==> config.mk <==
export PLATFORM = sky130hd
export DESIGN_NAME = vram_port_arbiter
export DESIGN_NICKNAME = d
export VERILOG_FILES = /design/src/rtl/vram_port_arbiter.sv
export SDC_FILE = /design/constraint.sdc
export NUM_CORES = 1
export LEC_CHECK = 0
export ABC_CLOCK_PERIOD_IN_PS = 1590
export BUFFER_PORTS_ARGS = -buffer_cell sky130_fd_sc_hd__buf_4
export CAP_MARGIN = 20
export CORE_ASPECT_RATIO = 2
export CORE_UTILIZATION = 25
export DETAILED_ROUTE_END_ITERATION = 10
export PLACE_DENSITY = 0.6
export SLEW_MARGIN = 20
export SYNTH_ARGS = -nofsm -noshare
export SYNTH_HDL_FRONTEND = slang
export SYNTH_SLANG_ARGS = --single-unit
==> constraint.sdc <==
create_clock -name clk -period 1.59 [get_ports clk]
set_input_delay 0.318 -clock clk [delete_from_list [all_inputs] [get_ports clk]]
set_output_delay 0.318 -clock clk [all_outputs]
set_load 0.02 [all_outputs]
==> src/rtl/vram_port_arbiter.sv <==
// Shares BRAM port A between a clear engine, one writer and one reader; grants are registered (1-cycle latency).
// Requests are held until acked; a clear blocks all grants; reads return READ_LAT cycles after rd_ack.
module vram_port_arbiter #(
  parameter int                ADDR_W    = 11,
  parameter int                DATA_W    = 32,
  parameter int                DEPTH     = 2048,
  parameter int                READ_LAT  = 2,
  parameter logic [DATA_W-1:0] CLEAR_VAL = '0
) (
  input  logic              clk,
  input  logic              reset,
  input  logic              wr_req,
  input  logic [ADDR_W-1:0] wr_addr,
  input  logic [DATA_W-1:0] wr_data,
  input  logic [3:0]        wr_strb,
  output logic              wr_ack,
  input  logic              rd_req,
  input  logic [ADDR_W-1:0] rd_addr,
  output logic              rd_ack,
  output logic [DATA_W-1:0] rd_data,
  output logic              rd_valid,
  input  logic              clr_start,
  output logic              init_busy,
  output logic              bram_ena,
  output logic [3:0]        bram_wea,
  output logic [ADDR_W-1:0] bram_addra,
  output logic [DATA_W-1:0] bram_dina,
  input  logic [DATA_W-1:0] bram_douta
);

  typedef enum logic {CLEAR, RUN} state_t;

  localparam logic [ADDR_W-1:0] LAST_ADDR = ADDR_W'(DEPTH - 1);

  state_t              state, state_nxt;
  logic [ADDR_W-1:0]   clr_addr, clr_addr_nxt;
  logic                rr_last_rd, rr_nxt;
  logic                busy_q, busy_nxt;
  logic [READ_LAT-1:0] rd_pipe;

  logic                ena_nxt;
  logic [3:0]          wea_nxt;
  logic [ADDR_W-1:0]   addra_nxt;
  logic [DATA_W-1:0]   dina_nxt;
  logic                wr_ack_nxt, rd_ack_nxt;
  logic                wr_elig, rd_elig;
  logic                grant_wr, grant_rd;

  // A requester acked this cycle may not be granted again at this edge.
  assign wr_elig = wr_req & ~wr_ack;
  assign rd_elig = rd_req & ~rd_ack;

  always_comb begin
    state_nxt    = state;
    clr_addr_nxt = clr_addr;
    rr_nxt       = rr_last_rd;
    busy_nxt     = 1'b0;
    ena_nxt      = 1'b0;
    wea_nxt      = 4'h0;
    addra_nxt    = bram_addra;
    dina_nxt     = bram_dina;
    wr_ack_nxt   = 1'b0;
    rd_ack_nxt   = 1'b0;
    grant_wr     = 1'b0;
    grant_rd     = 1'b0;

    case (state)
      CLEAR: begin
        busy_nxt  = 1'b1;
        ena_nxt   = 1'b1;
        wea_nxt   = 4'hF;
        addra_nxt = clr_addr;
        dina_nxt  = CLEAR_VAL;
        if (clr_addr == LAST_ADDR) begin
          state_nxt    = RUN;
          clr_addr_nxt = '0;
        end else begin
          clr_addr_nxt = clr_addr + ADDR_W'(1);
        end
      end

      RUN: begin
        if (clr_start) begin
          // The edge taking the clear issues no grant, so init_busy leads the first clear write.
          state_nxt    = CLEAR;
          clr_addr_nxt = '0;
          busy_nxt     = 1'b1;
        end else begin
          grant_wr = wr_elig & (~rd_elig | rr_last_rd);
          grant_rd = rd_elig & ~grant_wr;
          if (grant_wr) begin
            ena_nxt    = 1'b1;
            wea_nxt    = wr_strb;
            addra_nxt  = wr_addr;
            dina_nxt   = wr_data;
            wr_ack_nxt = 1'b1;
            rr_nxt     = 1'b0;
          end else if (grant_rd) begin
            ena_nxt    = 1'b1;
            wea_nxt    = 4'h0;
            addra_nxt  = rd_addr;
            dina_nxt   = '0;
            rd_ack_nxt = 1'b1;
            rr_nxt     = 1'b1;
          end
        end
      end

      default: state_nxt = CLEAR;
    endcase
  end

  always_ff @(posedge clk) begin
    if (reset) begin
      state      <= CLEAR;
      clr_addr   <= '0;
      rr_last_rd <= 1'b1;
      busy_q     <= 1'b1;
      bram_ena   <= 1'b0;
      bram_wea   <= 4'h0;
      bram_addra <= '0;
      bram_dina  <= '0;
      wr_ack     <= 1'b0;
      rd_ack     <= 1'b0;
    end else begin
      state      <= state_nxt;
      clr_addr   <= clr_addr_nxt;
      rr_last_rd <= rr_nxt;
      busy_q     <= busy_nxt;
      bram_ena   <= ena_nxt;
      bram_wea   <= wea_nxt;
      bram_addra <= addra_nxt;
      bram_dina  <= dina_nxt;
      wr_ack     <= wr_ack_nxt;
      rd_ack     <= rd_ack_nxt;
    end
  end

  // Bit i is set i+1 cycles after a rd_ack cycle; clears do not flush it, reset does.
  always_ff @(posedge clk) begin
    if (reset) begin
      rd_pipe <= '0;
    end else begin
      rd_pipe <= (rd_pipe << 1) | READ_LAT'(rd_ack);
    end
  end

  assign rd_valid  = rd_pipe[READ_LAT-1] & ~reset;
  assign rd_data   = rd_valid ? bram_douta : '0;
  assign init_busy = reset | busy_q;

endmodule

==> results of run 1 <==
worst reg2reg max path, stage by stage (launching register included):
cell,delay (ns)
dfxtp_1,0.34
or3b_4,0.39
buf_4,0.19
and4_1,0.23
a41oi_2,0.16
a21oi_1,0.09
worst paths after layout:
path | startpoint | end | slack, ns | cells past startpoint
setup / recovery | rd_pipe[1] | rd_data[18] | 0.02 | 4
hold / removal | wr_data[23] | bram_dina[23] | 0.20 | 2
hold reg to reg | rd_pipe[0] | rd_pipe[1] | 0.43 | 1
setup reg to reg | rd_ack | bram_addra[3] | 0.08 | 5
final cells by class:
cell class	instances	area, sq um	area share (%)
clock buffers	12	256.5	5.286
clock inverters	3	15.01	0.3094
inverters	5	21.27	0.4384
multi-input cells	195	1451	29.91
flip-flops and latches	66	1321	27.23
well taps	140	175.2	3.610
repair buffers	205	1612	33.21
layer usage:
metal	up-vias	share of wire (%)	global-route usage (%)
met3	22	6.4	4.119
met5	-	0	0
met1	1409	37	19.24
met2	124	55	30.59
met4	0	2.1	8.446
li1	1455	-	-
stage by stage:
step           hold slack (ns)  cell area, sq um  util, %  total power, W
6_report                0.2027              4852    44.06        0.003840
5_1_grt                 0.2016              4852    44.06        0.003974
4_1_cts                 0.1926              4751    43.14        0.003880
3_5_place_dp            0.4234              4446    40.37        0.002056
3_3_place_gp            0.4204              4446    40.37        0.002051
2_1_floorplan           0.4138              2845        -        0.001806
power by group through the flow:
| stage | sequential (W) | clock [W] | combinational [W] |
|---|---|---|---|
| 2_1_floorplan | 0.00173 | 0 | 0.0000744 |
| 3_3_place_gp | 0.00172 | 0 | 0.000334 |
| 3_5_place_dp | 0.00172 | 0 | 0.000339 |
| 4_1_cts | 0.00168 | 0.00186 | 0.000341 |
| 5_1_grt | 0.00168 | 0.00192 | 0.000368 |
| 6_report | 0.00168 | 0.00181 | 0.000347 |
state kept, by name (all words and copies together) (netlist names), 2 cells and up:
signal      cells
bram_dina      32
bram_addra     11
clr_addr       11
bram_wea        4
rd_pipe         2
cell families after synthesis:
| group | after synthesis |
|---|---|
| AO/OA/AOI/OAI | 94 |
| XOR/XNOR | 2 |
| adder cells (fa/ha/maj) | 1 |
| buffers and inverters | 29 |
| flip-flops | 66 |
| multiplexers | 1 |
| AND/OR/NAND/NOR | 96 |
synthesized netlist by cell type (all sizes together):
| library cell | n |
|---|---|
| nor2 | 7 |
| nor2b | 14 |
| nor3 | 1 |
| nand2 | 8 |
| or3b | 1 |
| and4 | 14 |
| a21oi | 20 |
| buf | 12 |
| a31o | 1 |
| nor3b | 1 |
| a211o | 1 |
| o211ai | 1 |
| a41oi | 11 |
| ha | 1 |
| or2 | 3 |
| nand3 | 5 |
| a31oi | 11 |
| nand4 | 1 |
| nand3b | 1 |
| o2bb2ai | 1 |
| xnor2 | 2 |
| o41ai | 1 |
| o21ai | 8 |
| nand4b | 1 |
| or4 | 1 |
| clkbuf | 12 |
| dfxtp | 66 |
| o31ai | 2 |
| and2b | 2 |
| and3 | 4 |
| and2 | 32 |
| mux2 | 1 |
| inv | 5 |
| a22o | 36 |
| o21bai | 1 |
timing repair:
item / 4_1_cts / 5_1_grt
hold buffers: 0 / 0
setup buffers: 0 / 1
resized for setup: 7 / 17
cloned: 3 / 1
pin swaps: 0 / 2
endpoints found under the setup margin: 32 / 70
==> metrics.md, run 1 <==
| Metric | Value |
|---|---|
| Mapped Area | `2844 sq um` |
| Max-slew violations | `0` |
| DP Cell Count | `606` |
| Relative slew slack | `66.57%` |
| Buf+Inv Stages, Crit Path | `2` |
| Worst skew pair latency | `0.33 ns` |
| Slowest CP cell | `dfxtp_1` |
| Post-synthesis mux area share | `0.3960%` |
| Routed Antenna Nets | `0` |
| Synthesized-area fraction occupied by and/or/nand/nor cells | `22.39%` |
| Clock Path Buffers | `2` |
| GP Congestion | `0.8630` |
| Largest net degree at the start of global routing | `34` |
| Crit-path max cell delay | `0.30 ns` |
| Compound-Gate Fraction of Synth Area | `24.51%` |
| Clock share of power | `47.1%` |
| Synthesis-to-layout area growth | `70.61%` |
| Critical path endpoint category | `output port` |
| FMAX | `638.0 MHz` |
| Min Clock Period, post-route | `1.567 ns` |
| CP top delay family | `buffers and inverters` |
| Crit Path Class | `register to output port` |
| Final hold violation count | `0` |
| Global-route wire length before repair | `15820 um` |
| CTS Sinks | `66` |
| Initial antenna violation count | `0` |
| Die height | `152.8 um` |
| Sequential area share after synthesis | `46.46%` |
| VDD IR max | `0.5317 mV` |
| Clock-pin slew on the worst setup and hold paths | `0.05 ns` |
| Post-synthesis register bit count | `66` |
| Sw Ratio | `21.76%` |
| Global route overflow | `0` |
| Area contributors post-synth | `dfxtp_1 46%, a22o_1 11%, and2_1 7.0%` |
| Vias | `3010` |
| Core Footprint | `11010 sq um` |
| Worst Clk Skew | `0.004998 ns` |
| Int Power | `0.003005 W` |
| Outcome | `complete, no violations` |
| Fraction of layout cells with a size suffix above 1 | `49.38%` |
| Final Non-Filler Cells | `626` |
| WL final | `10590 um` |
| XOR/XNOR Fraction of Synth Area | `0.6159%` |
| Power share of the sequential group | `43.8%` |
| Largest family of logic cells by synthesized area | `compound AO/OA/AOI/OAI gates` |
| Synth Area in Adders | `0.4399%` |
| DRT Pass-1 Iters | `5` |
| Critical path's most frequent cell | `buf_4` |
| WP data required | `1.27 ns` |
| TritonCTS buffer count | `9` |
| Most frequent cells in the layout | `195 x buf_4, 66 x dfxtp_1, 36 x a22o_1` |
| Final period utilization | `98.58%` |
| CP Launch Type | `register` |
| Mean Syn Cell Area | `9.841 sq um` |
| DRC | `0` |
| P_sw | `0.0008357 W` |
| Crit path cell chain | `nor2b_4, buf_4, and2_1, buf_4` |
| Worst hold path class | `primary input to register` |
| Post-DP HPWL | `7674 um` |
| Dpl ws | `0.01546 ns` |
| Final setup viols | `0` |
| DRT iter0 DRCs | `196` |
| Combinational Power Share | `9.0%` |
| Cell variety after synth | `43` |
| P per Cell Area | `791.5 nW/um^2` |
| Critical Path Fanout Max | `8` |
| Routed length per instance | `16.92 um` |
| Die ar. | `11830 sq um` |
| Final worst slack | `0.02261 ns` |
| Die Width | `77.42 um` |
| Yosys warns | `0` |
| H-tree levels | `3` |
| Site Rows | `54` |
| Synthesized net count | `385` |
| Initial Util | `25.82%` |
| GRT Resource Usage Total | `17.41%` |
| Yosys top cell by area | `dfxtp_1` |
| Ports | `179` |
| TritonCTS clock tree | `yes` |
| Worst-margin pin slew | `0.5014 ns` |
| Synth top area share | `46.46%` |
| Avg Vias per Cell | `4.808` |
| Fin nets | `578` |
| Max_cap viols | `0` |
| Most common cell after layout, fill and taps aside | `buf_4` |
| RSZ-0062 raised after global routing | `yes` |
| # fillers | `1092` |
| LEAKAGE | `2.254 nW` |
| Clock root cell | `clkbuf_16` |
| # diodes | `0` |
| Mapped Cells | `289` |
| Vias in the first global route | `3049` |
| Critical Path AT | `1.25 ns` |
| Port bufs | `178` |
| Fin Setup TNS | `0 ns` |
(Power assumes the default switching activity.)
==> inputs of run 2 (changes only) <==
Settings changed: CTS_BUF_LIST set to sky130_fd_sc_hd__clkbuf_8.
==> run 2 against run 1 <==
Against the previous run: first-iteration DRC count rose by 0.51%; the run now ends with setup timing left; highest routed layer unchanged; flip-flop and latch count is the same; worst hold slack worse by 0.021 ns; non-clock buffer count unchanged; sequential power about the same; critical path depth unchanged; clock skew increased by 0.0073 ns; core utilization down 0.19 points; sequential share of layout area up 0.15 points; total power fell by 14%.
==> metrics.md, run 2 (synthesis results as in run 1) <==
| Metric | Value |
|---|---|
| WL final | `10610 um (+0.20%)` |
| Die Width | `77.42 um (unchanged)` |
| Largest net degree at the start of global routing | `34 (unchanged)` |
| Site Rows | `54 (unchanged)` |
| Most frequent cells in the layout | `182 x buf_4, 65 x dfxtp_1, 36 x a22o_1` |
| Critical Path AT | `1.27 ns (+0.02 ns)` |
| Most common cell after layout, fill and taps aside | `buf_4` |
| Clock Path Buffers | `2 (unchanged)` |
| Clock root cell | `clkbuf_8` |
| Vias | `3033 (+0.76%)` |
| Synthesis-to-layout area growth | `69.86%` |
| Crit Path Class | `register to output port` |
| Crit-path max cell delay | `0.31 ns (about the same)` |
| Core Footprint | `11010 sq um (unchanged)` |
| Critical Path Fanout Max | `8 (unchanged)` |
| Dpl ws | `0.01546 ns (unchanged)` |
| Hold Crit Start | `wr_data[23]` |
| Global-route wire length before repair | `15770 um (-0.35%)` |
| Final period utilization | `100.1% (+1.5 points)` |
| Worst Clk Skew | `0.01231 ns (+0.007316 ns)` |
| FMAX | `628.4 MHz (-1.5%)` |
| Routed length per instance | `16.95 um (+0.20%)` |
| Routed Antenna Nets | `0 (unchanged)` |
| Worst-margin pin slew | `0.5054 ns (+0.003967 ns)` |
| Fraction of layout cells with a size suffix above 1 | `52.06% (+2.7 points)` |
| RSZ-0062 raised after global routing | `yes` |
| Biggest regs | `bram_dina (32), bram_addra (11), clr_addr (11)` |
| Violated checks | `setup timing` |
| DRC | `0 (unchanged)` |
| Hold buffers post-CTS | `0 (unchanged)` |
| Reg-to-reg endpoint | `bram_addra[7]` |
| Outcome | `complete, but fails checks` |
| Final setup viols | `3 (+3)` |
| GRT Resource Usage Total | `17.39% (-0.025 points)` |
| LEAKAGE | `2.238 nW (-0.71%)` |
| Clock-pin slew on the worst setup and hold paths | `0.07 ns (+0.02 ns)` |
| CP Launch Type | `register` |
| Global route overflow | `0 (unchanged)` |
| Critical path endpoint category | `output port` |
| CTS Sinks | `66 (unchanged)` |
| GP Congestion | `0.8630 (unchanged)` |
| TritonCTS clock tree | `yes` |
| DRT Pass-1 Iters | `4 (-1)` |
| Worst reg2reg setup slack | `0.08 ns (about the same)` |
| Relative slew slack | `66.31% (-0.26 points)` |
| Max-slew violations | `0 (unchanged)` |
| # diodes | `0 (unchanged)` |
| Initial antenna violation count | `0 (unchanged)` |
| Port bufs | `178 (unchanged)` |
| Hold endpoint | `bram_dina[23]` |
| Initial Util | `25.82% (unchanged)` |
| Crit path cell chain | `nor2b_4, buf_4, and2_1, buf_4` |
| Post-DP HPWL | `7674 um (unchanged)` |
| Reg with most FFs | `bram_dina` |
| Met3 WL post-DR | `700 um (+3.2%)` |
| P per Cell Area | `681.7 nW/um^2 (-14%)` |
| Critical path's most frequent cell | `buf_4` |
| Fin nets | `578 (unchanged)` |
| Ports | `179 (unchanged)` |
| Final hold violation count | `0 (unchanged)` |
| Slowest CP cell | `dfxtp_2` |
| DP Cell Count | `606 (unchanged)` |
| Min-Delay Path Depth | `2 (unchanged)` |
| Avg Vias per Cell | `4.845 (+0.76%)` |
| Wl on met1 | `3870 um (-0.77%)` |
| Critical path origin | `rd_pipe[1]` |
| WP data required | `1.27 ns (about the same)` |
| DRT iter0 DRCs | `197 (+0.51%)` |
| VDD IR max | `0.4793 mV (-9.9%)` |
| Vias in the first global route | `3046 (-0.098%)` |
| H-tree levels | `3 (unchanged)` |
| Max reg flops | `32 (unchanged)` |
| TritonCTS buffer count | `9 (unchanged)` |
| Final core occ | `43.86% (-0.19 points)` |
| R2r startpoint | `rd_ack` |
| Max_cap viols | `0 (unchanged)` |
| Worst hold path class | `primary input to register` |
| Reg2Reg Depth | `5 (unchanged)` |
| Fin Setup TNS | `-0.001630 ns (-0.001630 ns)` |
| Min Clock Period, post-route | `1.591 ns (+0.02406 ns)` |
| Worst skew pair latency | `0.35 ns (+0.02 ns)` |
| Final Non-Filler Cells | `626 (unchanged)` |
| Highest routed layer | `met4` |
| Met2 routed WL | `5789 um (about the same)` |
| Final worst slack | `-0.001448 ns (-0.02406 ns)` |
| Die ar. | `11830 sq um (unchanged)` |
| Die height | `152.8 um (unchanged)` |
## run 2: changes by cell type in the layout (fill, tap and decap cells not counted), sizes merged
cell    previous run  this run
clkbuf            12        11
inv                5         6
## run 2: critical path: cells and delay by family, from the launching register on
family,cells,cell delay (ns)
buf+inv,2,0.31
flops,1,0.31
simple gates,2,0.31
## run 2: where the power goes
part           switching [W]  leakage, nW  internal, W
Clock               0.000636       0.0961     0.000629
Combinational       0.000139         1.61     0.000210
Sequential        0.00000927        0.535      0.00167
Total               0.000785         2.24      0.00251
## run 2: per-layer routing
metal	track usage [%]	vias to the layer above
met5	0	-
met2	30.34	132
met3	4.836	18
met1	19.13	1426
met4	7.996	0
li1	-	1457
## run 2: timing repair
action,CTS,global route
setup buffers,0,1
gates resized for setup,13,37
cloned,3,1
pin swaps,0,9
endpoints found under the setup margin,32,75
## run 2: how the worst max path moves through the flow
stage                     cells after the start            end  slack, ns
after detailed placement                      6  bram_addra[3]       0.02
after CTS                                     4     rd_data[1]      -0.02
after floorplan                               4    rd_data[22]       0.05
after global routing                          4     rd_data[4]      -0.07
after global placement                        6  bram_addra[1]       0.02
final                                         4    rd_data[23]     -0.001
## run 2: per-stage QoR
stage          total power, W  hold WS, ns  cell area (sq um)
3_3_place_gp         0.002051       0.4204               4446
3_5_place_dp         0.002056       0.4234               4446
4_1_cts              0.003315       0.1643               4668
2_1_floorplan        0.001806       0.4138               2845
6_report             0.003293       0.1815               4831
5_1_grt              0.003420       0.1686               4831
## run 2: final cells by class
type,count,area [sq um]
Sequential cell,66,1323
Tap cell,140,175.2
Clock inverter,4,18.77
Clock buffer,11,151.4
Timing Repair Buffer,205,1660
Inverter,5,21.27
Fill cell,1097,6182
Multi-Input combinational cell,195,1481
==> inputs of run 3 (changes only) <==
Settings changed: SETUP_SLACK_MARGIN set to 0.2.
==> run 3 against run 2 <==
Against the previous run: the run now ends clean; routed wire length grew 2.1%; worst hold slack better by 0.0098 ns; final area is 7.2% higher; critical path depth did not move; highest routed layer unchanged; combinational power is 13% higher; clock power is essentially flat; critical path type unchanged; maximum frequency increased by 2.2%; sequential power barely moved.
==> metrics.md, run 3 (synthesis results as in run 1) <==
| Metric | Value |
|---|---|
| Final worst slack | `0.03213 ns (+0.03358 ns)` |
| TritonCTS buffer count | `9 (unchanged)` |
| TritonCTS clock tree | `yes` |
| Fraction of layout cells with a size suffix above 1 | `56.39% (+4.3 points)` |
| Most common cell after layout, fill and taps aside | `buf_4` |
| FMAX | `641.9 MHz (+2.2%)` |
| Max-slew violations | `0 (unchanged)` |
| Largest net degree at the start of global routing | `34 (unchanged)` |
| Clock root cell | `clkbuf_8` |
| Final setup viols | `0 (-3)` |
| Synthesis-to-layout area growth | `82.09%` |
| Hold buffers post-CTS | `0 (unchanged)` |
| Crit Path Class | `register to output port` |
| Initial antenna violation count | `0 (unchanged)` |
| GRT Resource Usage Total | `18.71% (+1.3 points)` |
| Dpl ws | `0.04841 ns (+0.03295 ns)` |
| DRT iter0 DRCs | `141 (-28%)` |
| Power, Total | `0.003331 W (+1.2%)` |
| CTS Sinks | `66 (unchanged)` |
| Worst skew pair latency | `0.34 ns (about the same)` |
| Post-DP HPWL | `7384 um (-3.8%)` |
| Die Width | `77.42 um (unchanged)` |
| Min Clock Period, post-route | `1.558 ns (-0.03358 ns)` |
| Max reg flops | `32 (unchanged)` |
| Avg Vias per Cell | `4.852 (+0.13%)` |
| Die ar. | `11830 sq um (unchanged)` |
| Critical Path Fanout Max | `33 (+25)` |
| Site Rows | `54 (unchanged)` |
| Worst Clk Skew | `0.01033 ns (-0.001989 ns)` |
| DRC | `0 (unchanged)` |
| Clock-pin slew on the worst setup and hold paths | `0.07 ns (about the same)` |
| Biggest regs | `bram_dina (32), bram_addra (11), clr_addr (11)` |
| Fin nets | `584 (+1.0%)` |
| Worst-margin pin slew | `0.3300 ns (-0.1754 ns)` |
| Reg with most FFs | `bram_dina` |
| VDD IR max | `0.3816 mV (-20%)` |
| Ports | `179 (unchanged)` |
| Final period utilization | `97.98% (-2.1 points)` |
| CP Launch Type | `register` |
| Final hold violation count | `0 (unchanged)` |
| Routed length per instance | `17.12 um (+0.97%)` |
| Die height | `152.8 um (unchanged)` |
| WP data required | `1.27 ns (about the same)` |
| Port bufs | `178 (unchanged)` |
| DRT Pass-1 Iters | `4 (unchanged)` |
| Clock Path Buffers | `2 (unchanged)` |
| Global route overflow | `0 (unchanged)` |
| WL final | `10830 um (+2.1%)` |
| Relative slew slack | `77.93% (+12 points)` |
| # diodes | `0 (unchanged)` |
| Critical Path AT | `1.24 ns (-0.03 ns)` |
| Initial Util | `25.82% (unchanged)` |
| LEAKAGE | `2.311 nW (+3.2%)` |
| Core Footprint | `11010 sq um (unchanged)` |
| Most frequent cells in the layout | `159 x buf_4, 57 x dfxtp_1, 43 x buf_6` |
| H-tree levels | `3 (unchanged)` |
| Vias | `3071 (+1.3%)` |
| Worst hold path class | `primary input to register` |
| RSZ-0062 raised after global routing | `yes` |
| P per Cell Area | `643.3 nW/um^2 (-5.6%)` |
| Global-route wire length before repair | `16830 um (+6.7%)` |
| GP Congestion | `0.8044 (-6.8%)` |
| Max_cap viols | `0 (unchanged)` |
| Outcome | `complete, no violations` |
| Critical path endpoint category | `output port` |
| Vias in the first global route | `3211 (+5.4%)` |
| Routed Antenna Nets | `0 (unchanged)` |
-- run 3: through the flow --
step	utilization, %	area, sq um	setup TNS (ns)	instances	hold WS, ns
2_1_floorplan	-	2922	0	289	0.4138
3_3_place_gp	40.42	4452	0	600	0.4177
3_5_place_dp	40.42	4452	0	600	0.4284
4_1_cts	46.22	5090	-0.0004056	630	0.1615
5_1_grt	47.02	5179	-1.001	633	0.1712
6_report	47.02	5179	0	633	0.1913
-- run 3: worst paths after layout --
path / start / to / slack, ns / cells after the start
max: rd_pipe[1] / rd_data[25] / 0.03 / 4
min: wr_data[31] / bram_dina[31] / 0.19 / 2
max reg2reg: rd_ack / bram_addra[2] / 0.05 / 6
min reg2reg: rd_pipe[0] / rd_pipe[1] / 0.45 / 1
-- run 3: per-layer routing --
layer | vias to the layer above | routed length (um) | global-route usage, %
met5 | - | 0 | 0
met4 | 0 | 418 | 9.524
met3 | 25 | 411 | 3.940
met2 | 104 | 6174 | 36.03
met1 | 1465 | 3829 | 18.04
li1 | 1477 | - | -
-- run 3: critical path, cell delays in order (launching register included) --
cell,delay (ns)
dfxtp_2,0.31
nor2b_4,0.14
buf_12,0.16
and2_1,0.16
buf_6,0.12
-- run 3: area by class of cell --
type / count / area (sq um)
clock buffers: 11 / 151.4
clock inverters: 5 / 23.77
fillers: 1093 / 5834
inverters: 5 / 21.27
multi-input cells: 196 / 1619
flip-flops and latches: 66 / 1338
well taps: 140 / 175.2
repair buffers: 210 / 1851
-- run 3: repair_timing --
item	in CTS	in global routing
buffers inserted	9	3
endpoints found under the setup margin	91	86
endpoints found under the hold margin	0	0
gates resized for setup	76	18
pin swaps	53	18
gates cloned	5	0
-- run 3: report_power, final --
part / switching, W / internal [W] / total [W]
registers: 0.0000122 / 0.00167 / 0.00168
clock network: 0.000624 / 0.000632 / 0.00126
logic: 0.000151 / 0.000243 / 0.000393
total: 0.000787 / 0.00254 / 0.00333
